$ cat src/rtl/serial_magnitude_compare_ctrl.sv
// Serial MSB-first unsigned magnitude comparator controller: walks two latched
// operands through one shared 1-bit compare cell until the first differing bit.
`default_nettype none

module serial_magnitude_bit_cell (
   input  logic a_i,
   input  logic b_i,
   output logic gt_o,
   output logic eq_o,
   output logic lt_o
);
   assign gt_o = a_i & ~b_i;
   assign eq_o = ~(a_i ^ b_i);
   assign lt_o = ~a_i & b_i;
endmodule

module serial_magnitude_compare_ctrl #(
   parameter int WIDTH = 8,
   parameter int CNTW  = $clog2(WIDTH + 1)
) (
   input  logic             clk,
   input  logic             rst_n,
   input  logic             start_i,
   input  logic             abort_i,
   input  logic [WIDTH-1:0] a_i,
   input  logic [WIDTH-1:0] b_i,
   output logic             busy_o,
   output logic             done_o,
   output logic             gt_o,
   output logic             eq_o,
   output logic             lt_o,
   output logic [CNTW-1:0]  bits_scanned_o
);
   localparam int IDXW = (WIDTH > 1) ? $clog2(WIDTH) : 1;

   typedef enum logic {
      IDLE = 1'b0,
      SCAN = 1'b1
   } state_t;

   state_t            state_q, state_d;
   logic [WIDTH-1:0]  a_q, a_d;
   logic [WIDTH-1:0]  b_q, b_d;
   logic [IDXW-1:0]   idx_q, idx_d;
   logic [CNTW-1:0]   cnt_q, cnt_d;
   logic              gt_q, gt_d;
   logic              eq_q, eq_d;
   logic              lt_q, lt_d;
   logic              done_q, done_d;
   logic [CNTW-1:0]   bits_q, bits_d;

   logic cell_gt, cell_eq, cell_lt;

   serial_magnitude_bit_cell u_cell (
      .a_i  (a_q[idx_q]),
      .b_i  (b_q[idx_q]),
      .gt_o (cell_gt),
      .eq_o (cell_eq),
      .lt_o (cell_lt)
   );

   always_comb begin
      state_d = state_q;
      a_d     = a_q;
      b_d     = b_q;
      idx_d   = idx_q;
      cnt_d   = cnt_q;
      gt_d    = gt_q;
      eq_d    = eq_q;
      lt_d    = lt_q;
      bits_d  = bits_q;
      done_d  = 1'b0;

      case (state_q)
         IDLE: begin
            if (start_i) begin
               a_d     = a_i;
               b_d     = b_i;
               idx_d   = IDXW'(WIDTH - 1);
               cnt_d   = '0;
               gt_d    = 1'b0;
               eq_d    = 1'b0;
               lt_d    = 1'b0;
               bits_d  = '0;
               state_d = SCAN;
            end
         end
         SCAN: begin
            // Abort wins over a decision landing in the same cycle.
            if (abort_i) begin
               state_d = IDLE;
            end else if (cell_gt) begin
               gt_d    = 1'b1;
               done_d  = 1'b1;
               bits_d  = cnt_q + CNTW'(1);
               state_d = IDLE;
            end else if (cell_lt) begin
               lt_d    = 1'b1;
               done_d  = 1'b1;
               bits_d  = cnt_q + CNTW'(1);
               state_d = IDLE;
            end else if (cell_eq && (idx_q == '0)) begin
               eq_d    = 1'b1;
               done_d  = 1'b1;
               bits_d  = CNTW'(WIDTH);
               state_d = IDLE;
            end else begin
               idx_d = idx_q - IDXW'(1);
               cnt_d = cnt_q + CNTW'(1);
            end
         end
         default: state_d = IDLE;
      endcase
   end

   always_ff @(posedge clk or negedge rst_n) begin
      if (!rst_n) begin
         state_q <= IDLE;
         a_q     <= '0;
         b_q     <= '0;
         idx_q   <= '0;
         cnt_q   <= '0;
         gt_q    <= 1'b0;
         eq_q    <= 1'b0;
         lt_q    <= 1'b0;
         done_q  <= 1'b0;
         bits_q  <= '0;
      end else begin
         state_q <= state_d;
         a_q     <= a_d;
         b_q     <= b_d;
         idx_q   <= idx_d;
         cnt_q   <= cnt_d;
         gt_q    <= gt_d;
         eq_q    <= eq_d;
         lt_q    <= lt_d;
         done_q  <= done_d;
         bits_q  <= bits_d;
      end
   end

   assign busy_o         = (state_q == SCAN);
   assign done_o         = done_q;
   assign gt_o           = gt_q;
   assign eq_o           = eq_q;
   assign lt_o           = lt_q;
   assign bits_scanned_o = bits_q;

endmodule

`default_nettype wire
$ cat config.mk
export PLATFORM = sky130hd
export DESIGN_NAME = serial_magnitude_compare_ctrl
export DESIGN_NICKNAME = d
export VERILOG_FILES = /design/src/rtl/serial_magnitude_compare_ctrl.sv
export SDC_FILE = /design/constraint.sdc
export NUM_CORES = 1
export LEC_CHECK = 0
export BUFFER_PORTS_ARGS = -buffer_cell sky130_fd_sc_hd__buf_2
export CAP_MARGIN = 20
export CORE_UTILIZATION = 25
export DETAILED_ROUTE_END_ITERATION = 6
export HOLD_SLACK_MARGIN = 0.15
export PLACE_DENSITY = 0.54
export SLEW_MARGIN = 20
export SYNTH_ARGS = -nofsm -noshare
export SYNTH_HDL_FRONTEND = slang
export SYNTH_SLANG_ARGS = --single-unit
export TNS_END_PERCENT = 100
$ cat constraint.sdc
create_clock -name clk -period 2.9 [get_ports clk]
set_input_delay 0.29 -clock clk [delete_from_list [all_inputs] [get_ports clk]]
set_output_delay 0.29 -clock clk [all_outputs]
set_load 0.02 [all_outputs]
Word level (Yosys, flattened, before mapping). Cells that the tools add are included.

Bits in registers: 32. Input port bits: 20. Output and inout bits: 9.

Mux-type cells: 45. Equality and inequality tests: 9. $lt $le $gt $ge: 1. Add/sub/neg operators: 2. Reduce and logical (&&, ||, !) cells: 8. Bitwise logic cells: 7.

Operator list (count): 4-bit two-way mux (9); 1-bit two-way mux (22); 4-bit case mux with 2 select lines (2); 3-bit two-way mux (5); 2-bit != test, second input constant (5); 5-bit AND reduction (2); 1-bit case mux with 2 select lines (4); 1-bit binary-select mux with 3-bit select (2); 2-bit by 1-bit != test with 1-bit output, second input constant (3); 3-bit case mux with 2 select lines (1); 3-bit AND reduction (2); 4-bit by 1-bit adder with 4-bit output, second input constant (1); 3-bit by 4-bit < comparator with 1-bit output, second input constant (1); 4-bit by 1-bit != test with 1-bit output, second input constant (1); 1-bit inverter (4); 4-bit AND reduction (1); 3-bit zero test (1); 3-bit by 1-bit subtractor with 3-bit output, second input constant (1); 1-bit bitwise AND (2); 2-bit AND reduction (1); 1-bit logical AND (1); 1-bit bitwise XOR (1).

Longest topological paths before layout. Gate-level depths: netlist (run 1).

Depth in word-level cells: 10. Depth in mapped cells: 9. Gate-level depth less buffers: 7.

Cells and area by module. Synthesis (run 1) repeated with hierarchy kept, for this count alone.

Cells, all modules: 168. Area total of the unflattened synthesis: 1610.3 sq um.

Modules (own cells, without submodules): serial_magnitude_compare_ctrl (area each 1577.8 sq um, times used 1, seq. area each 800.8 sq um, cells each 164); serial_magnitude_bit_cell (area each 32.5 sq um, times used 1, seq. area each 0.0 sq um, cells each 4).

Least setup slack after synthesis (run 1). Ideal clock, no wire load.

Path kind: flip-flop to flip-flop. From: register idx_q[0]. To: register cnt_q[0]. Slack: 0.438 ns. Cell stages (with the launch flop): 10. Arrival: 2.309 ns. Library setup time: 0.152 ns. Path buffers: 2. Path through: dfrtp_1 clkbuf_2 mux4_2 mux2i_1 inv_1 ha_1 or2_2 clkbuf_1 o311ai_0 o311ai_0.

Cells in the longest elaborated chain, start to end: 7. Elaborated cells between the ends (all ways): 16. Those cells by class: 3 x eq/ne; 4 x mux; 6 x bitwise; 3 x reduce/logical.

Ends and longest elaborated chain: start: declaration (RTL line 44) `logic [IDXW-1:0] idx_q, idx_d;`; start signal: assignment (RTL line 132) `idx_q <= idx_d;`; 1-bit binary-select mux with 3-bit select (on tied branches) (RTL line 55, 56); 1-bit two-way mux (on tied branches) (RTL line 55, 56); 1-bit bitwise XOR (RTL line 13) `assign eq_o = ~(a_i ^ b_i);`; 1-bit inverter (RTL line 13); 1-bit logical AND (RTL line 102) `end else if (cell_eq && (idx_q == '0)) begin`; 2-bit != test (no line); 5-bit AND reduction (no line) *; end signal: assignment (RTL line 133) `cnt_q <= cnt_d;`; end: declaration (RTL line 45) `logic [CNTW-1:0] cnt_q, cnt_d;`.

Every way passes the cells marked *; elsewhere a longest branch is shown, timed or not. The select of a mux whose other input is x is not followed. A chain may end at the register's enable or synchronous reset.

Worst setup path after layout (run 1).
From: register idx_q[0]. To: register idx_q[2].

Cells in the longest elaborated chain, start to end: 7. Elaborated cells between the ends (all ways): 22. Those cells by class: 1 x add/sub; 3 x eq/ne; 9 x mux; 6 x bitwise; 3 x reduce/logical.

Ends and longest elaborated chain: parallel branches: the longest is 7 deep, another holds 3-bit by 1-bit subtractor with 3-bit output.

Several ways; the timed one is not identified. The select of a mux whose other input is x is not followed.

==> results.md, run 1 <==
- Setup TNS: 0 ns
- Core Box Area: 6060 um^2
- Iteration-0 DRC Markers: 55
- Largest net degree at the start of global routing: 33
- Die H: around 82 um
- Area growth syn-to-layout: 20.3%
- Main area contributors after synthesis: dfrtp_1 (50%), nand2_1 (13%), mux4_2 (5.6%), ha_1 (3.9%), inv_1 (2.1%)
- RePlAce Congestion: between 0.7 and 0.8
- Ratio of cells with drive above 1 in the final layout: between 20 and 25%
- CP Max Fanout: 7
- Cell taking the most area after synthesis: dfrtp_1
- Tcrit/Tclk final: 91.4%
- Average size of a mapped cell: between 9 and 10 um^2
- Clk sinks: 32
- Crit path DAT: between 2 and 3 ns
- Cells after Synth: roughly 170
- Max Buffers Root-to-Sink: 2
- Share of the synthesized area in the top cell type: roughly 50%
- Num CTS Buffers: 5
- Die W: ~82 um
- Fillers: 658
- Initial antenna violation count: 0
- Post-route ant nets: 0
- GRT Util Overall: 12.6%
- Hold crit path type: in -> reg
- Static leakage: a little under 1 nW
- Crit path capture type: register
- Slew of the pin with the lowest slew margin: 0.719 ns
- Vias in the first global route: 1314
- Setup CP Type: reg -> reg
- RSZ-0062 raised after global routing: false
- Initial Util: between 20% and 30%
- Most used DFF post-synth: dfrtp_1
- Drt total wl: approximately 3500 um
- Setup Buffers After CTS: 0
- Run status: finished, final reports clean
- Mapped Area: 1610 um^2
- H-tree depth: 2
- GRT overflow: 0
- IO buf count: 28
- Vias/cell: 4.61
- Post-Syn Nets: 190
- Post-synth EDFFs: 0
- Synth cell types: 35
- # rows: 28
- FFs w/ async S/R, synth: 100%
- Worst slew margin: 52.1%
- # setup viols final: 0
- Critical path data required time: 3.05 ns
- Gates resized, CTS repair: 0
- Clock tree from TritonCTS: done
- Final Critical Period: about 2.6 ns
- DRT Pass-1 Iters: 4
- Post-synth top cells: nand2_1 (55), dfrtp_1 (32), inv_1 (9)
- NumNets Final: ~220
- Via count: between 1000 and 1500
- Root Buffer: clkbuf_8
- Final HPWL DP: between 2000 and 3000 um
- Max Clock Skew: ~0.0043 ns
- DRC Markers: 0
- Achievable Freq: roughly 380 MHz
- Max-slew violations: 0
- First-pass GRT wire length: about 6300 um
- Yosys reg bits: 32
- R2R Setup Slk: ~0.25 ns
- Antenna diodes: 0
- Hold Violations, Final: 0
- Hold_buf cts: 1
- Pwr/cell area: 945 nW/um^2
- Count leader, synth: nand2_1
- Final core utilization: 31.9%
- Ports: 29
- Worst skew pair latency: between 0.2 and 0.3 ns
- Worst ir drop on vdd: around 330 uV
- Reg clk slew, reported paths: about 0.060 ns
- Yosys warns: 0
- Die Area: ~6800 um^2
- WL/cell: between 10 and 15 um
- Critical Path Start Type: register
- MaxCap Viol Count: 0
- Seq/Total Area, Yosys: ~50%
cells by family after synthesis:
kind of cell	Yosys count	synth area share, %
buffers and inverters	16	3.89
AO/OA/AOI/OAI	20	8.48
flip-flops	32	49.8
AND/OR/NAND/NOR	83	25.4
adder cells (fa/ha/maj)	5	3.89
XOR/XNOR	2	1.09
multiplexers	7	7.47
routing by layer:
metal / track usage [%] / up-vias / part of all wire [%]
li1: - / 627 / -
met1: 15.4 / 590 / 47
met2: 20.7 / 27 / 47
met3: 3.63 / 6 / 4.3
met4: 5.26 / 0 / 1.6
met5: 0 / - / 0
layout by cell type (no fill, tap or decap), types with 2 or more instances in the layout:
master / Yosys / routed
nand2_1: 55 / 55
nor2_1: 4 / 4
o21ai_0: 3 / 3
xor2_1: 2 / 2
a221o_1: 2 / 2
o311ai_0: 2 / 2
o211ai_1: 3 / 3
ha_1: 5 / 5
nand2b_1: 2 / 2
inv_1: 9 / 9
mux2i_1: 3 / 3
a21oi_1: 6 / 6
nor2b_1: 3 / 3
clkbuf_8: 0 / 7
nand3_1: 5 / 5
dfrtp_1: 32 / 32
mux4_2: 4 / 4
buf_2: 1 / 28
nand4_1: 4 / 4
buf_4: 0 / 2
worst max-delay path: stages, from the launching register on:
cell and delay (ns):
dfrtp_1 0.48, mux4_2 0.53, mux2i_1 0.20, inv_1 0.07, ha_1 0.29, or4b_4 0.58
nor2_2 0.22, a31oi_1 0.13
stage by stage:
stage	power, mW	worst slack (ns)	std cells	hold WS (ns)	cell area [um^2]
global placement	1.47	0.296	263	0.394	1830
floorplan	1.28	0.438	165	-0.00559	1610
finish	1.83	0.251	271	0.184	1940
detailed placement	1.48	0.252	263	0.396	1830
CTS	1.86	0.219	271	0.181	1940
global route	2.01	0.0525	271	0.190	1940
final timing paths:
| check | start | endpoint | cells past startpoint |
|---|---|---|---|
| max in group asynchronous | rst_n | done_o$_DFF_PN0_ | 2 |
| max reg2reg | idx_q[0]$_DFFE_PN0P_ | idx_q[2]$_DFFE_PN0P_ | 7 |
| min in group asynchronous | rst_n | b_q[6]$_DFFE_PN0P_ | 2 |
| max | idx_q[0]$_DFFE_PN0P_ | idx_q[2]$_DFFE_PN0P_ | 7 |
| min | a_i[7] | a_q[7]$_DFFE_PN0P_ | 3 |
| min reg2reg | b_q[4]$_DFFE_PN0P_ | b_q[4]$_DFFE_PN0P_ | 2 |
layout make-up:
type                       instances  area (um^2)  share of cell area [%]
tap                               75         93.8                    4.85
timing repair buffer              31          165                    8.53
sequential                        32          801                    41.4
inverter                           9         33.8                    1.75
multi-input combinational        117          746                    38.5
clock buffer                       7         96.3                    4.98
power by group:
part / switching, mW / total [mW] / internal [mW] / leakage [nW]
Clock: 0.160 / 0.371 / 0.211 / 0.0503
Combinational: 0.403 / 0.707 / 0.304 / 0.541
Sequential: 0.140 / 0.751 / 0.610 / 0.401
Total: 0.704 / 1.83 / 1.13 / 0.992
state kept, by name, indices dropped and copies added, names as in the netlist:
| signal | cells |
|---|---|
| a_q | 8 |
| bits_scanned_o | 4 |
| idx_q | 3 |
| b_q | 8 |
| busy_o | 1 |
| done_o | 1 |
| cnt_q | 4 |
| gt_o | 1 |
| lt_o | 1 |
| eq_o | 1 |
Power figures use the tool's default switching activity.
==> run 2: changes to the inputs <==
--- a/config.mk
+++ b/config.mk
@@ -7,6 +7,7 @@
 export LEC_CHECK = 0
 export BUFFER_PORTS_ARGS = -buffer_cell sky130_fd_sc_hd__buf_2
 export CAP_MARGIN = 20
+export CORE_ASPECT_RATIO = 1.75
 export CORE_UTILIZATION = 25
 export DETAILED_ROUTE_END_ITERATION = 6
 export HOLD_SLACK_MARGIN = 0.15
==> results.md, run 2 (same netlist as run 1, synthesis figures left out) <==
- GRT overflow: 0 (unchanged)
- Ports: 29 (unchanged)
- Slowest cell on crit path: or4b_4 (unchanged)
- Crit-path max cell delay: 0.59 ns (was 0.58 ns)
- Worst slew margin: 43.1% (was 52.1%)
- RSZ-0062 raised after global routing: false (unchanged)
- Area growth syn-to-layout: 19.8% (was 20.3%)
- Die W: 62.6 um (was 82.2 um)
- Worst skew pair latency: 0.28 ns (was 0.29 ns)
- Clock tree from TritonCTS: done (unchanged)
- Ratio of cells with drive above 1 in the final layout: 23.5% (was 24.5%)
- Via count: 1247 (was 1250)
- Slew of the pin with the lowest slew margin: 0.853 ns (was 0.719 ns)
- Worst r2r src: idx_q[0]$_DFFE_PN0P_ (unchanged)
- Most frequent cells in the layout: nand2_1 (55), dfrtp_1 (32), buf_2 (28), inv_1 (9) (was nand2_1 (55), dfrtp_1 (32), buf_2 (28), inv_1 (9), clkbuf_8 (7))
- Max-slew violations: 0 (unchanged)
- Hold Violations, Final: 0 (unchanged)
- MaxCap Viol Count: 0 (unchanged)
- Tcrit/Tclk final: 92.3% (was 91.4%)
- IO buf count: 28 (unchanged)
- CP Buf/Inv Count: 1 (unchanged)
- Crit path capture type: register (unchanged)
- Worst hold slack: 0.198 ns (was 0.184 ns)
- Achievable Freq: 374 MHz (was 377 MHz)
- Setup CP Type: reg -> reg (unchanged)
- H-tree depth: 2 (unchanged)
- Core Box Area: 6230 um^2 (was 6060 um^2)
- Clk sinks: 32 (unchanged)
- Worst Hold Launch: a_i[2] (was a_i[7])
- Reg clk slew, reported paths: 0.06 ns (about the same)
- NumNets Final: 220 (was 221)
- Most common cell after layout, fill and taps aside: nand2_1 (unchanged)
- DRC Markers: 0 (unchanged)
- Place WS: 0.208 ns (was 0.252 ns)
- Area post-placement: 1830 um^2 (about the same)
- Antenna diodes: 0 (unchanged)
- Iteration-0 DRC Markers: 48 (was 55)
- Hold endpoint: a_q[2]$_DFFE_PN0P_ (was a_q[7]$_DFFE_PN0P_)
- Setup TNS: 0 ns (unchanged)
- Vias in the first global route: 1309 (was 1314)
- R2R Setup Slk: 0.22 ns (was 0.25 ns)
- GRT Util Overall: 12.0% (was 12.6%)
- Top Family by Delay on Critical Path: simple AND/OR/NAND/NOR gates (unchanged)
- Static leakage: 0.983 nW (was 0.992 nW)
- Number of cells on the worst reg-to-reg path: 7 (unchanged)
- # rows: 38 (was 28)
- Post-route ant nets: 0 (unchanged)
- Die H: 108 um (was 82.2 um)
- Reg2Reg Capture Point: cnt_q[1]$_DFFE_PN0P_ (was idx_q[2]$_DFFE_PN0P_)
- Largest net degree at the start of global routing: 33 (unchanged)
- Crit path DAT: 2.83 ns (was 2.80 ns)
- Vias/cell: 4.52 (was 4.61)
- Pwr/cell area: 935 nW/um^2 (was 945 nW/um^2)
- Die Area: 6770 um^2 (was 6760 um^2)
- Hold crit path type: in -> reg (unchanged)
- Critical path depth in cells: 7 (unchanged)
- WL/cell: 12.8 um (about the same)
- RePlAce Congestion: 0.805 (was 0.714)
- Max Clock Skew: 0.00305 ns (was 0.00431 ns)
- Initial Util: 25.8% (was 26.5%)
- DRT Pass-1 Iters: 4 (unchanged)
- Final Critical Period: 2.68 ns (was 2.65 ns)
- Drt total wl: 3530 um (was 3470 um)
- Initial antenna violation count: 0 (unchanged)
- Fin worst setup slack: 0.224 ns (was 0.251 ns)
- Critical Path Start Type: register (unchanged)
- Setup Buffers After CTS: 0 (unchanged)
- First-pass GRT wire length: 6170 um (was 6260 um)
- Critical path data required time: 3.05 ns (about the same)
- Max Buffers Root-to-Sink: 2 (unchanged)
- Overall Power: 1.80 mW (was 1.83 mW)
- # setup viols final: 0 (unchanged)
- Num CTS Buffers: 5 (unchanged)
- CP Max Fanout: 7 (unchanged)
- Worst ir drop on vdd: 323 uV (was 332 uV)
- CP Cell Sequence: mux4_2, mux2i_1, inv_1, ha_1, or4b_4, nor2_2, o21ai_0 (was mux4_2, mux2i_1, inv_1, ha_1, or4b_4, nor2_2, a31oi_1)
- Root Buffer: clkbuf_8 (unchanged)
- Hold depth: 3 (unchanged)
- Final HPWL DP: 2600 um (was 2520 um)
- Final Instance Area: 1930 um^2 (was 1940 um^2)
- Run status: finished, final reports clean (unchanged)
- Biggest regs: a_q x8, b_q x8 (unchanged)
-- run 2: cell count changes in the layout (fill, tap and decap cells not counted) --
cell      previous run  this run
clkbuf_1             0         2
buf_4                2         1
clkbuf_8             7         6
-- run 2: worst max path at each step --
| stage | end | from |
|---|---|---|
| 2_1_floorplan | cnt_q[0]$_DFFE_PN0P_ | idx_q[0]$_DFFE_PN0P_ |
| 3_3_place_gp | idx_q[0]$_DFFE_PN0P_ | idx_q[0]$_DFFE_PN0P_ |
| 3_5_place_dp | cnt_q[1]$_DFFE_PN0P_ | idx_q[0]$_DFFE_PN0P_ |
| 4_1_cts | cnt_q[1]$_DFFE_PN0P_ | idx_q[0]$_DFFE_PN0P_ |
| 5_1_grt | cnt_q[3]$_DFFE_PN0P_ | idx_q[0]$_DFFE_PN0P_ |
| 6_report | cnt_q[1]$_DFFE_PN0P_ | idx_q[0]$_DFFE_PN0P_ |
-- run 2: routing by layer --
metal | vias up | routed length [um] | track usage, %
met5 | - | 0 | 0
met3 | 7 | 107 | 2.85
met2 | 27 | 1890 | 21.9
met1 | 589 | 1460 | 12.5
li1 | 624 | - | -
met4 | 0 | 83 | 6.48
-- run 2: tightest hold or removal path, stage by stage --
cell,delay (ns)
buf_2,0.07
nand2_1,0.04
nand2_1,0.04
-- run 2: repair_timing --
action | in CTS | in global routing
hold endpoints to repair | 32 | 0
resized for setup | 0 | 0
hold buffers | 1 | 0
-- run 2: where the power goes --
part           total, mW  leakage (nW)  switching [mW]  internal [mW]
Clock              0.349        0.0455           0.156          0.193
Sequential         0.750         0.401           0.140          0.610
Combinational      0.703         0.536           0.403          0.300
-- run 2: metrics by stage --
step / std cells / util [%]
6_report: 276 / 31.0
5_1_grt: 276 / 31.0
4_1_cts: 276 / 31.0
3_5_place_dp: 267 / 29.3
3_3_place_gp: 267 / 29.3
2_1_floorplan: 165 / -
-- run 2: layout make-up --
| type | count | area, um^2 |
|---|---|---|
| fillers | 667 | 4300 |
| inverters | 9 | 33.8 |
| multi-input cells | 117 | 746 |
| flip-flops and latches | 32 | 801 |
| clock buffers | 8 | 90.1 |
| repair buffers | 30 | 158 |
| well taps | 80 | 100 |
